===== src/rtl/timer_counter_n_pkg.sv =====
// Shared definitions for the timer counter family: direction encodings and
// width helpers used by the counter and its prescaler.
package timer_pkg;

  localparam logic DIR_UP   = 1'b1;
  localparam logic DIR_DOWN = 1'b0;

  // Largest value representable in a counter of the given width.
  function automatic logic [63:0] cnt_max(input int width);
    return (64'd1 << width) - 64'd1;
  endfunction

  // The free-running divider must be wide enough for the largest select value.
  function automatic int div_w(input int psc_w);
    return 1 << psc_w;
  endfunction

endpackage : timer_pkg


===== src/rtl/timer_counter_n_prescaler.sv =====
// Free-running divider with a selectable one-cycle tick every 2**(cks+1) clocks.
// Changing cks takes effect immediately and never disturbs the divider.
module timer_prescaler
  import timer_pkg::*;
#(
  parameter int PSC_W = 3
) (
  input  logic             clk,
  input  logic             rst,
  input  logic [PSC_W-1:0] cks,
  output logic             tick
);

  localparam int DIV_W = div_w(PSC_W);

  logic [DIV_W-1:0] r_div;
  logic [DIV_W-1:0] w_mask;

  always_ff @(posedge clk) begin
    if (rst) begin
      r_div <= '0;
    end else begin
      r_div <= r_div + DIV_W'(1);
    end
  end

  // Bits [cks:0] of the divider take part in the all-ones decode.
  always_comb begin
    w_mask = '0;
    for (int i = 0; i < DIV_W; i++) begin
      w_mask[i] = (PSC_W'(i) <= cks);
    end
  end

  assign tick = &(r_div | ~w_mask);

endmodule : timer_prescaler


===== src/rtl/timer_counter_n.sv =====
// Width-generic up/down timer with internal prescaler, auto-reload, one-shot
// mode and sticky overflow/underflow/compare-match flags.
module timer_counter_n
  import timer_pkg::*;
#(
  parameter int WIDTH = 8,
  parameter int PSC_W = 3
) (
  input  logic             clk,
  input  logic             rst,
  input  logic [PSC_W-1:0] cks,
  input  logic             enable,
  input  logic             up_down,
  input  logic             load,
  input  logic [WIDTH-1:0] load_value,
  input  logic             reload_en,
  input  logic             one_shot,
  input  logic [WIDTH-1:0] cmp_value,
  input  logic             clr_overflow,
  input  logic             clr_underflow,
  input  logic             clr_cmp,
  output logic [WIDTH-1:0] count,
  output logic             overflow,
  output logic             underflow,
  output logic             cmp_match,
  output logic             tick,
  output logic             running
);

  localparam logic [WIDTH-1:0] MAX = WIDTH'(cnt_max(WIDTH));

  logic [WIDTH-1:0] r_count;
  logic [WIDTH-1:0] r_reload;
  logic             r_running;
  logic             r_overflow;
  logic             r_underflow;
  logic             r_cmpMatch;

  logic             w_tick;
  logic             w_step;
  logic             w_wrap;
  logic [WIDTH-1:0] w_next;
  logic             w_setOvf;
  logic             w_setUnf;
  logic             w_setCmp;

  timer_prescaler #(
    .PSC_W(PSC_W)
  ) u_prescaler (
    .clk  (clk),
    .rst  (rst),
    .cks  (cks),
    .tick (w_tick)
  );

  // A load in the same cycle as a tick swallows that step.
  assign w_step = enable & r_running & w_tick & ~load;

  // Next count for a step; wrap target is the reload register or the natural end.
  always_comb begin
    w_next = r_count;
    w_wrap = 1'b0;
    if (up_down == DIR_UP) begin
      if (r_count == MAX) begin
        w_wrap = 1'b1;
        w_next = reload_en ? r_reload : '0;
      end else begin
        w_next = r_count + WIDTH'(1);
      end
    end else begin
      if (r_count == '0) begin
        w_wrap = 1'b1;
        w_next = reload_en ? r_reload : MAX;
      end else begin
        w_next = r_count - WIDTH'(1);
      end
    end
  end

  assign w_setOvf = w_step & w_wrap & (up_down == DIR_UP);
  assign w_setUnf = w_step & w_wrap & (up_down == DIR_DOWN);
  assign w_setCmp = w_step & (w_next == cmp_value);

  // Flags are sticky; a set in the same cycle as its clear strobe wins.
  always_ff @(posedge clk) begin
    if (rst) begin
      r_count     <= '0;
      r_reload    <= '0;
      r_running   <= 1'b1;
      r_overflow  <= 1'b0;
      r_underflow <= 1'b0;
      r_cmpMatch  <= 1'b0;
    end else begin
      if (load) begin
        r_count   <= load_value;
        r_reload  <= load_value;
        r_running <= 1'b1;
      end else if (w_step) begin
        r_count <= w_next;
        if (w_wrap && one_shot) begin
          r_running <= 1'b0;
        end
      end
      r_overflow  <= w_setOvf | (r_overflow & ~clr_overflow);
      r_underflow <= w_setUnf | (r_underflow & ~clr_underflow);
      r_cmpMatch  <= w_setCmp | (r_cmpMatch & ~clr_cmp);
    end
  end

  assign count     = r_count;
  assign overflow  = r_overflow;
  assign underflow = r_underflow;
  assign cmp_match = r_cmpMatch;
  assign running   = r_running;
  assign tick      = w_tick;

endmodule : timer_counter_n


===== config.mk =====
export PLATFORM = sky130hd
export DESIGN_NAME = timer_counter_n
export DESIGN_NICKNAME = d
export VERILOG_FILES = /design/src/rtl/timer_counter_n_pkg.sv /design/src/rtl/timer_counter_n_prescaler.sv /design/src/rtl/timer_counter_n.sv
export SDC_FILE = /design/constraint.sdc
export NUM_CORES = 1
export LEC_CHECK = 0
export ABC_AREA = 1
export CORE_AREA = 2 2 70 65
export CTS_BUF_LIST = sky130_fd_sc_hd__clkbuf_4
export CTS_CLUSTER_SIZE = 25
export DETAILED_ROUTE_END_ITERATION = 10
export DIE_AREA = 0 0 72 67
export GPL_ROUTABILITY_DRIVEN = 0
export HOLD_SLACK_MARGIN = 0.03
export PLACE_DENSITY = 0.8
export SETUP_SLACK_MARGIN = 0.4
export SLEW_MARGIN = 30
export SYNTH_ARGS = -nofsm -noshare
export SYNTH_HDL_FRONTEND = slang
export SYNTH_SLANG_ARGS = --single-unit

===== constraint.sdc =====
create_clock -name clk -period 2.2 [get_ports clk]
set_input_delay 0.55 -clock clk [delete_from_list [all_inputs] [get_ports clk]]
set_output_delay 0.55 -clock clk [all_outputs]
set_load 0.02 [all_outputs]

==> impl_metrics.yaml, run 1 <==
global_route:
  grt_max_degree: 17
  antenna_found_initial: 0
  track_usage: 0.257
  grt_pass1_vias: 2095
  grt_pass1_wl_mm: 9.61
  grt.overflow.total: 0
cts:
  cts-root-buf: "clkbuf_4"
  htreeDepth: 1
  cts_made_buffers: 3
  holdBufCountCts: 0
  cts_tree: "yes"
  clkSinkCount: 28
  clkTransAtPathRegs_ns: 0.16
  clock_latency_ns: 0.34
  clock_path_buffers: 2
setup_path:
  r2r_cells: 12
  regToRegSetupSlack_ns: 0.35
  worstPathRequired_ns: 1.65
  cp_top_family: "simple AND/OR/NAND/NOR gates"
  path_max_fanout: 3
  crit_top_cell: "nand2_1"
  cp_cell_sequence: "nand4_1 > nand2_1 > nand2_1 > nor2_2 > and2_4 > buf_6"
  worstPathArrival_ns: 1.42
  cpMaxStageDelayCell: "dfxtp_1"
  cp_slowest_stage_delay_ns: 0.40
  crit_path_end_kind: "output port"
  r2r_end: "count[0]"
  crit_path_start_kind: "register"
  worst-path-buf-inv: 1
  worst-setup-path-type: "reg2out"
  r2r-start: "u_prescaler.r_div[4]"
synth:
  synth_edf_count: 0
  synth_seq_cells: 28
  yosysSeqAreaShare: 0.268
  synth_fa_ha_area_frac: 0.0239
  synth_area_leader_cell: "dfxtp_1"
  synth_nets: 358
  synth_most_common_cell: "nand2_1"
  synthMuxAreaShare: 0
  synth_compound_area_frac: 0.100
  synth_area_um2: 2090
  synth_top_family_by_area: "simple AND/OR/NAND/NOR gates"
  ys.flop_type: "dfxtp_1"
  synthCells: 325
  netlist.area_leader.share: 0.268
  synthTopCellsByArea: "dfxtp_1 (27%), nand2_1 (17%), nand3_1 (8.9%)"
  synth.distinct_cells: 36
  ys_warn_count: 0
  ys_async_sr_fraction: 0
  synth_common_cells: "nand2_1 (93), inv_1 (37), nand3_1 (37)"
  synth_xor_area_frac: 0.0161
  synthSimpleGateAreaFrac: 0.486
  postSynthAreaPerCell_um2: 6.44
sta:
  tns_ns: 0
  rsz0062_at_grt: "true"
  whs_ns: 0.480
  period_minus_slack_ns: 1.97
  maxSlewViolCount: 0
  tightest_slew_ns: 0.423
  maxSlewHeadroom: 0.718
  timing.fmax_mhz: 508
  hold_violations: 0
  skew_ns: 0.00213
  fin_ws_ns: 0.231
  setup_violations: 0
  final.period_utilization: 0.895
placed_design:
  dpl.cell_count: 424
  numPortBuffers: 41
  post-dp-hpwl_mm: 4.45
  pre_cts_slack_ns: -0.357
flow_run:
  drv_cap: 0
cells_and_area:
  n_antenna_cell: 0
  final_cell_count_no_fill: 440
  area_growth_pct: 42.8
  drive_gt1_frac: 0.286
  fin_nets: 426
worst_hold_path:
  min_from: "running"
  hold_path_end: "running"
  hp-class: "reg2reg"
  holdPathStages: 2
detailed_routing:
  wl_per_cell_um: 14.8
  first_pass_iters: 5
  routed_via_density: 5.72
  first_iter_violations: 255
  ant_nets: 0
  wl_mm: 6.49
  remaining_drc_errors: 0
  vias: 2515
floorplan:
  start_util: 0.517
  die_y_um: 67
  rows: 22
  die_x_um: 72
  dieArea_um2: 4820
  core_um2: 4050
  boundaryPins: 42
status:
  status: "finished clean"
power_and_ir_drop:
  p_leak_nw: 1.39
  powerDensity_nw_per_um2: 453
  peakVddDrop_mv: 0.276
  finalPower_mw: 1.35
## layer usage
metal,global-route usage,wire (µm),up-vias
li1,-,-,1198
met1,0.341,2720,1149
met2,0.421,3020,141
met3,0.0454,579,27
met4,0.0849,176,0
met5,0,0,-
## report_power, final
part / internal (mW) / switching [mW] / total [mW] / leakage, nW
registers: 0.528 / 0.0383 / 0.567 / 0.234
logic: 0.195 / 0.242 / 0.437 / 1.13
clock network: 0.185 / 0.165 / 0.350 / 0.0279
total: 0.908 / 0.445 / 1.35 / 1.39
## how the worst max path moves through the flow
stage                          from   endpoint  depth (start not counted)
2_1_floorplan              count[0]  cmp_match                         12
5_1_grt        u_prescaler.r_div[4]       tick                          6
3_5_place_dp                 cks[0]       tick                          6
6_report       u_prescaler.r_div[4]       tick                          6
3_3_place_gp                 cks[0]       tick                          6
4_1_cts        u_prescaler.r_div[1]       tick                          6
## sequential cells by signal (all words and copies together) (netlist names)
name,count
cmp_match,1
underflow,1
r_reload,8
count,8
running,1
overflow,1
u_prescaler.r_div,8
## placed cells by master (no fill, tap or decap), drive strengths merged, types with 2 or more instances in the layout
cell type and n:
o21ai 9, or2 2, nand4 10, dfxtp 28
clkinv 3, dlymetal6s2s 2, clkdlybuf4s50 23, dlygate4sd2 14
nand2 99, nand3 48, nand3b 4, a31oi 5
a21oi 16, xor2 2, buf 31, ha 4
nor2 34, clkbuf 4, inv 40, o22ai 5
nor3 3
## worst min-delay path: stages, from the launching register on
cell and delay [ns]:
dfxtp_1 0.36, nand2_1 0.06, nand2_1 0.04
## per-stage QoR
step,instance area (µm²),util
3_5_place_dp,2650,0.656
3_3_place_gp,2650,0.656
4_1_cts,2770,0.685
6_report,2990,0.738
5_1_grt,2990,0.738
2_1_floorplan,2090,-
## timing repair
action                     4_1_cts  5_1_grt
setup buffers                    1        9
setup endpoints to repair       22        8
cloned                           1        1
pin swaps                        2       27
gates resized for setup         41       47
## area by class of cell
cell class              instances  area [µm²]
clock buffers                   3        22.5
repair buffers                 71         636
clock inverters                 1        30.0
multi-input cells             246        1480
inverters                      43         178
flip-flops and latches         28         584
fillers                       291        1060
well taps                      48        60.1
## cell families after synthesis
family                     count (synthesis)
buffers and inverters                     52
xor gates and xnor gates                   3
AOI/OAI and AO/OA                         37
DFF                                       28
and+or+nand+nor                          201
adders and majority gates                  4
No activity file was read; power rests on OpenSTA's default activity.
==> run 2: changes to the inputs <==
REMOVE_ABC_BUFFERS = 1   (was default)
==> impl_metrics.yaml, run 2 (synthesized netlist as in run 1, its figures left out) <==
worst_hold_path:
  hp-class: "reg2reg"
floorplan:
  boundaryPins: 42
  die_x_um: 72
  core_um2: 4050
  start_util: 0.517
  die_y_um: 67
  rows: 22
  dieArea_um2: 4820
sta:
  whs_ns: 0.485
  timing.fmax_mhz: 522
  skew_ns: 0.00106
  maxSlewViolCount: 0
  final.period_utilization: 0.871
  rsz0062_at_grt: "true"
  period_minus_slack_ns: 1.92
  maxSlewHeadroom: 0.769
  tightest_slew_ns: 0.343
  setup_violations: 0
  hold_violations: 0
power_and_ir_drop:
  internal-power_uw: 906
  p_sw_uw: 451
  p_leak_nw: 1.37
  seqPwrFrac: 0.415
  finalPower_mw: 1.36
  p_clk_frac: 0.264
  netSwitchingFraction: 0.332
  peakVddDrop_mv: 0.257
  combPwrFrac: 0.320
  powerDensity_nw_per_um2: 464
detailed_routing:
  wl_per_cell_um: 15.4
  remaining_drc_errors: 0
  vias: 2508
  first_iter_violations: 309
  wl_mm: 6.80
  routed_via_density: 5.67
  ant_nets: 0
  first_pass_iters: 5
placed_design:
  numPortBuffers: 41
  dpl.cell_count: 431
  post-dp-hpwl_mm: 4.68
cts:
  clkSinkCount: 28
  clock_path_buffers: 2
  cts-root-buf: "clkbuf_4"
  htreeDepth: 1
  clkTransAtPathRegs_ns: 0.16
  clock_latency_ns: 0.35
  cts_made_buffers: 3
  cts_tree: "yes"
setup_path:
  worstPathRequired_ns: 1.65
  path_max_fanout: 4
  worst-setup-path-type: "reg2out"
  crit_path_start_kind: "register"
  worstPathArrival_ns: 1.37
  crit_path_end_kind: "output port"
global_route:
  track_usage: 0.278
  grt_max_degree: 17
  antenna_found_initial: 0
  grt.overflow.total: 0
  grt_pass1_wl_mm: 10.3
  grt_pass1_vias: 2259
cells_and_area:
  final_common_cell: "nand2_1"
  fin_nets: 428
  nFillCells: 316
  drive_gt1_frac: 0.277
  n_antenna_cell: 0
  final_cell_count_no_fill: 442
  final-seq-area_um2: 586
  area_growth_pct: 39.7
  mostFrequentLayoutCells: "nand2_1 (90), nand3_1 (36), inv_1 (32)"
  multi_input_area_um2: 1420
status:
  status: "finished clean"
flow_run:
  drv_cap: 0
[run 2: cell types whose count changed in the layout (fill, tap and decap cells not counted), sizes merged]
cell,before,now
buf,31,33
dlymetal6s2s,2,0
clkdlybuf4s15,0,1
clkdlybuf4s50,23,24
[run 2: final timing paths]
path / from / endpoint / slack [ns] / cells after the start
worst max-delay path: u_prescaler.r_div[1] / tick / 0.28 / 6
worst min-delay path: underflow / underflow / 0.49 / 2
worst max register to register: count[0] / cmp_match / 0.34 / 12
worst min register to register: underflow / underflow / 0.49 / 2
[run 2: routing by layer]
| metal | track usage | wire [µm] | up-vias |
|---|---|---|---|
| met3 | 0.0393 | 652 | 27 |
| li1 | - | - | 1203 |
| met5 | 0 | 0 | - |
| met1 | 0.371 | 2860 | 1124 |
| met4 | 0.151 | 227 | 0 |
| met2 | 0.432 | 3060 | 154 |
[run 2: worst max-delay path: stages, from the launching register on]
cell     delay, ns
dfxtp_2       0.40
nand4_1       0.12
nand2_1       0.08
nand2_1       0.06
nor2_2        0.10
and2_4        0.15
buf_6         0.10
[run 2: final cells by class]
| type | instances | area share |
|---|---|---|
| Sequential cell | 28 | 0.200 |
| Tap cell | 48 | 0.0206 |
| Multi-Input combinational cell | 246 | 0.485 |
| Timing Repair Buffer | 73 | 0.217 |
| Clock buffer | 3 | 0.00771 |
| Inverter | 43 | 0.0591 |
| Clock inverter | 1 | 0.0103 |
[run 2: timing repair]
action,CTS,global route
resized for setup,43,31
hold buffers,0,0
buffers inserted,3,3
endpoints found under the setup margin,24,15
cloned,1,0
pin swaps,4,8
[run 2: stage by stage]
stage | util | setup TNS [ns] | setup WS, ns | cell area [µm²]
finish | 0.722 | 0 | 0.285 | 2920
global route | 0.722 | 0 | 0.221 | 2920
CTS | 0.699 | 0 | 0.289 | 2830
detailed placement | 0.668 | -1.28 | -0.366 | 2700
global placement | 0.668 | -0.882 | -0.340 | 2700
floorplan | - | 0 | 0.354 | 2040
[run 2: power by group through the flow]
stage,combinational (mW),clock [mW],sequential [mW]
2_1_floorplan,0.203,0,0.574
3_3_place_gp,0.380,0,0.569
3_5_place_dp,0.385,0,0.570
4_1_cts,0.403,0.356,0.561
5_1_grt,0.472,0.375,0.566
6_report,0.435,0.358,0.564
==> run 3: changes to the inputs <==
ABC_AREA = 0   (was 1)
CORE_AREA = 2 2 68 63   (was 2 2 70 65)
DIE_AREA = 0 0 70 65   (was 0 0 72 67)
PLACE_DENSITY = 0.81   (was 0.8)
==> impl_metrics.yaml, run 3 <==
status:
  status: "finished with violations"
  violations: "setup timing"
cts:
  htreeDepth: 1
  clock_path_buffers: 2
  clock_latency_ns: 0.34
  cts_tree: "yes"
  clkSinkCount: 28
  cts_made_buffers: 3
  clkTransAtPathRegs_ns: 0.15
  holdBufCountCts: 0
  cts-root-buf: "clkbuf_4"
sta:
  fin_ws_ns: -0.0371
  period_minus_slack_ns: 2.24
  final.period_utilization: 1.02
  timing.fmax_mhz: 447
  maxSlewViolCount: 0
  maxSlewHeadroom: 0.761
  skew_ns: 0.00650
  hold_violations: 0
  rsz0062_at_grt: "true"
  setup_violations: 1
  tightest_slew_ns: 0.350
  tns_ns: -0.0371
detailed_routing:
  first_pass_iters: 7
  routed_via_density: 6.52
  vias: 2613
  wl_per_cell_um: 20.0
  wl_mm: 8.01
  remaining_drc_errors: 0
  first_iter_violations: 294
  ant_nets: 0
setup_path:
  cpMaxStageDelayCell: "dfxtp_2"
  regToRegSetupSlack_ns: -0.04
  r2r_end: "cmp_match"
  crit_path_start_kind: "register"
  worst-setup-path-type: "reg2reg"
  worstPathArrival_ns: 2.53
  path_max_fanout: 9
  r2r_cells: 9
  r2r-start: "count[2]"
  worstPathRequired_ns: 2.49
  cp_cell_sequence: "buf_6 > buf_4 > o31a_1 > o21ai_0 > a32oi_2 > a211oi_2 > xor2_1 > o2111ai_1 > o21ai_1"
  crit_path_end_kind: "register"
  cp_slowest_stage_delay_ns: 0.37
floorplan:
  core_um2: 3910
  start_util: 0.504
  die_x_um: 70
  dieArea_um2: 4550
  boundaryPins: 42
  rows: 22
  die_y_um: 65
worst_hold_path:
  min_from: "cmp_match"
  holdPathStages: 2
  hp-class: "reg2reg"
  hold_path_end: "cmp_match"
synth:
  ys_warn_count: 0
  synthTopCellsByArea: "dfxtp_1 (28%), nor2_1 (6.5%), a21oi_1 (4.6%)"
  synth_area_leader_cell: "dfxtp_1"
  synth_seq_cells: 28
  synth_most_common_cell: "nor2_1"
  ys_async_sr_fraction: 0
  ys.flop_type: "dfxtp_1"
  synth.distinct_cells: 55
  synth_area_um2: 1970
  synthCells: 257
  synth_edf_count: 0
  synth_common_cells: "nor2_1 (34), dfxtp_1 (28), a21oi_1 (18)"
  postSynthAreaPerCell_um2: 7.67
  netlist.area_leader.share: 0.284
  yosysSeqAreaShare: 0.284
power_and_ir_drop:
  internal-power_uw: 864
  netSwitchingFraction: 0.350
  seqPwrFrac: 0.416
  peakVddDrop_mv: 0.438
  p_clk_frac: 0.172
  combPwrFrac: 0.413
  powerDensity_nw_per_um2: 421
  p_leak_nw: 1.28
  p_sw_uw: 466
  finalPower_mw: 1.33
global_route:
  grt_pass1_vias: 2357
  grt_max_degree: 20
  grt.overflow.total: 0
  track_usage: 0.306
  grt_pass1_wl_mm: 11.1
  antenna_found_initial: 0
placed_design:
  post-dp-hpwl_mm: 4.67
  pre_cts_slack_ns: -0.577
  numPortBuffers: 41
  dpl.cell_count: 382
cells_and_area:
  mostFrequentLayoutCells: "buf_4 (55), nor2_1 (33), clkdlybuf4s50_1 (22)"
  final_common_cell: "buf_4"
  drive_gt1_frac: 0.397
  fin_nets: 387
  final_cell_count_no_fill: 401
  n_antenna_cell: 0
  area_growth_pct: 60.4
flow_run:
  drv_cap: 0
-- run 3: cell types whose count changed after synthesis, moves of 7 or more --
cell,before,now
nand2b_1,0,8
xor2_1,1,8
nor3_1,3,11
nand3_1,37,8
nand2_1,93,17
inv_1,37,10
nor2_1,23,34
nand3_2,11,0
-- run 3: repair_timing --
action                     4_1_cts  5_1_grt
resized for setup               89       33
pin swaps                       33       18
buffers inserted                10        4
gates cloned                     1        0
setup endpoints to repair       25       17
-- run 3: critical path: cells and delay by family (launching register included) --
kind	cells	cell delay, ns
xor gates and xnor gates	1	0.27
DFF	1	0.37
buffers and inverters	2	0.30
AOI/OAI and AO/OA	6	1.23
-- run 3: layout make-up --
cell class                      count  area, µm²
Timing Repair Buffer              109        931
Inverter                           10       42.5
Sequential cell                    28        579
Clock buffer                        3       22.5
Tap cell                           48       60.1
Fill cell                         228        748
Multi-Input combinational cell    202       1520
Clock inverter                      1       3.75
-- run 3: worst max path at each step --
stage,start,endpoint,slack (ns),cells past startpoint
final,count[2],cmp_match,-0.04,9
after global placement,cks[0],tick,-0.60,6
after global routing,count[2],cmp_match,-0.09,9
after CTS,count[1],cmp_match,0.09,9
after detailed placement,cks[0],tick,-0.58,6
after floorplan,cks[0],count[5],-0.42,7
-- run 3: cells by family after synthesis --
logic type | Yosys count | share of synthesized area
and+or+nand+nor | 116 | 0.318
DFF | 28 | 0.284
buffers and inverters | 27 | 0.0559
muxes | 6 | 0.0311
adders and majority gates | 4 | 0.0254
xor gates and xnor gates | 14 | 0.0622
AOI/OAI and AO/OA | 62 | 0.223
-- run 3: stage by stage --
step,util,cell area [µm²],hold WS [ns]
floorplan,-,1900,0.430
global placement,0.709,2770,0.443
detailed placement,0.709,2770,0.456
CTS,0.773,3020,0.473
global route,0.809,3160,0.499
finish,0.809,3160,0.476
-- run 3: per-layer routing --
layer | routed length [µm] | track usage | vias up | part of all wire
li1 | - | - | 1134 | -
met1 | 3060 | 0.369 | 1210 | 0.38
met2 | 3680 | 0.507 | 191 | 0.46
met3 | 784 | 0.0918 | 78 | 0.098
met4 | 481 | 0.135 | 0 | 0.060
met5 | 0 | 0 | - | 0
-- run 3: power by group through the flow --
stage	Clock (mW)	Combinational [mW]	Sequential [mW]
after floorplan	0	0.185	0.581
after global placement	0	0.420	0.557
after detailed placement	0	0.428	0.558
after CTS	0.229	0.475	0.549
after global routing	0.254	0.575	0.555
final	0.228	0.549	0.553
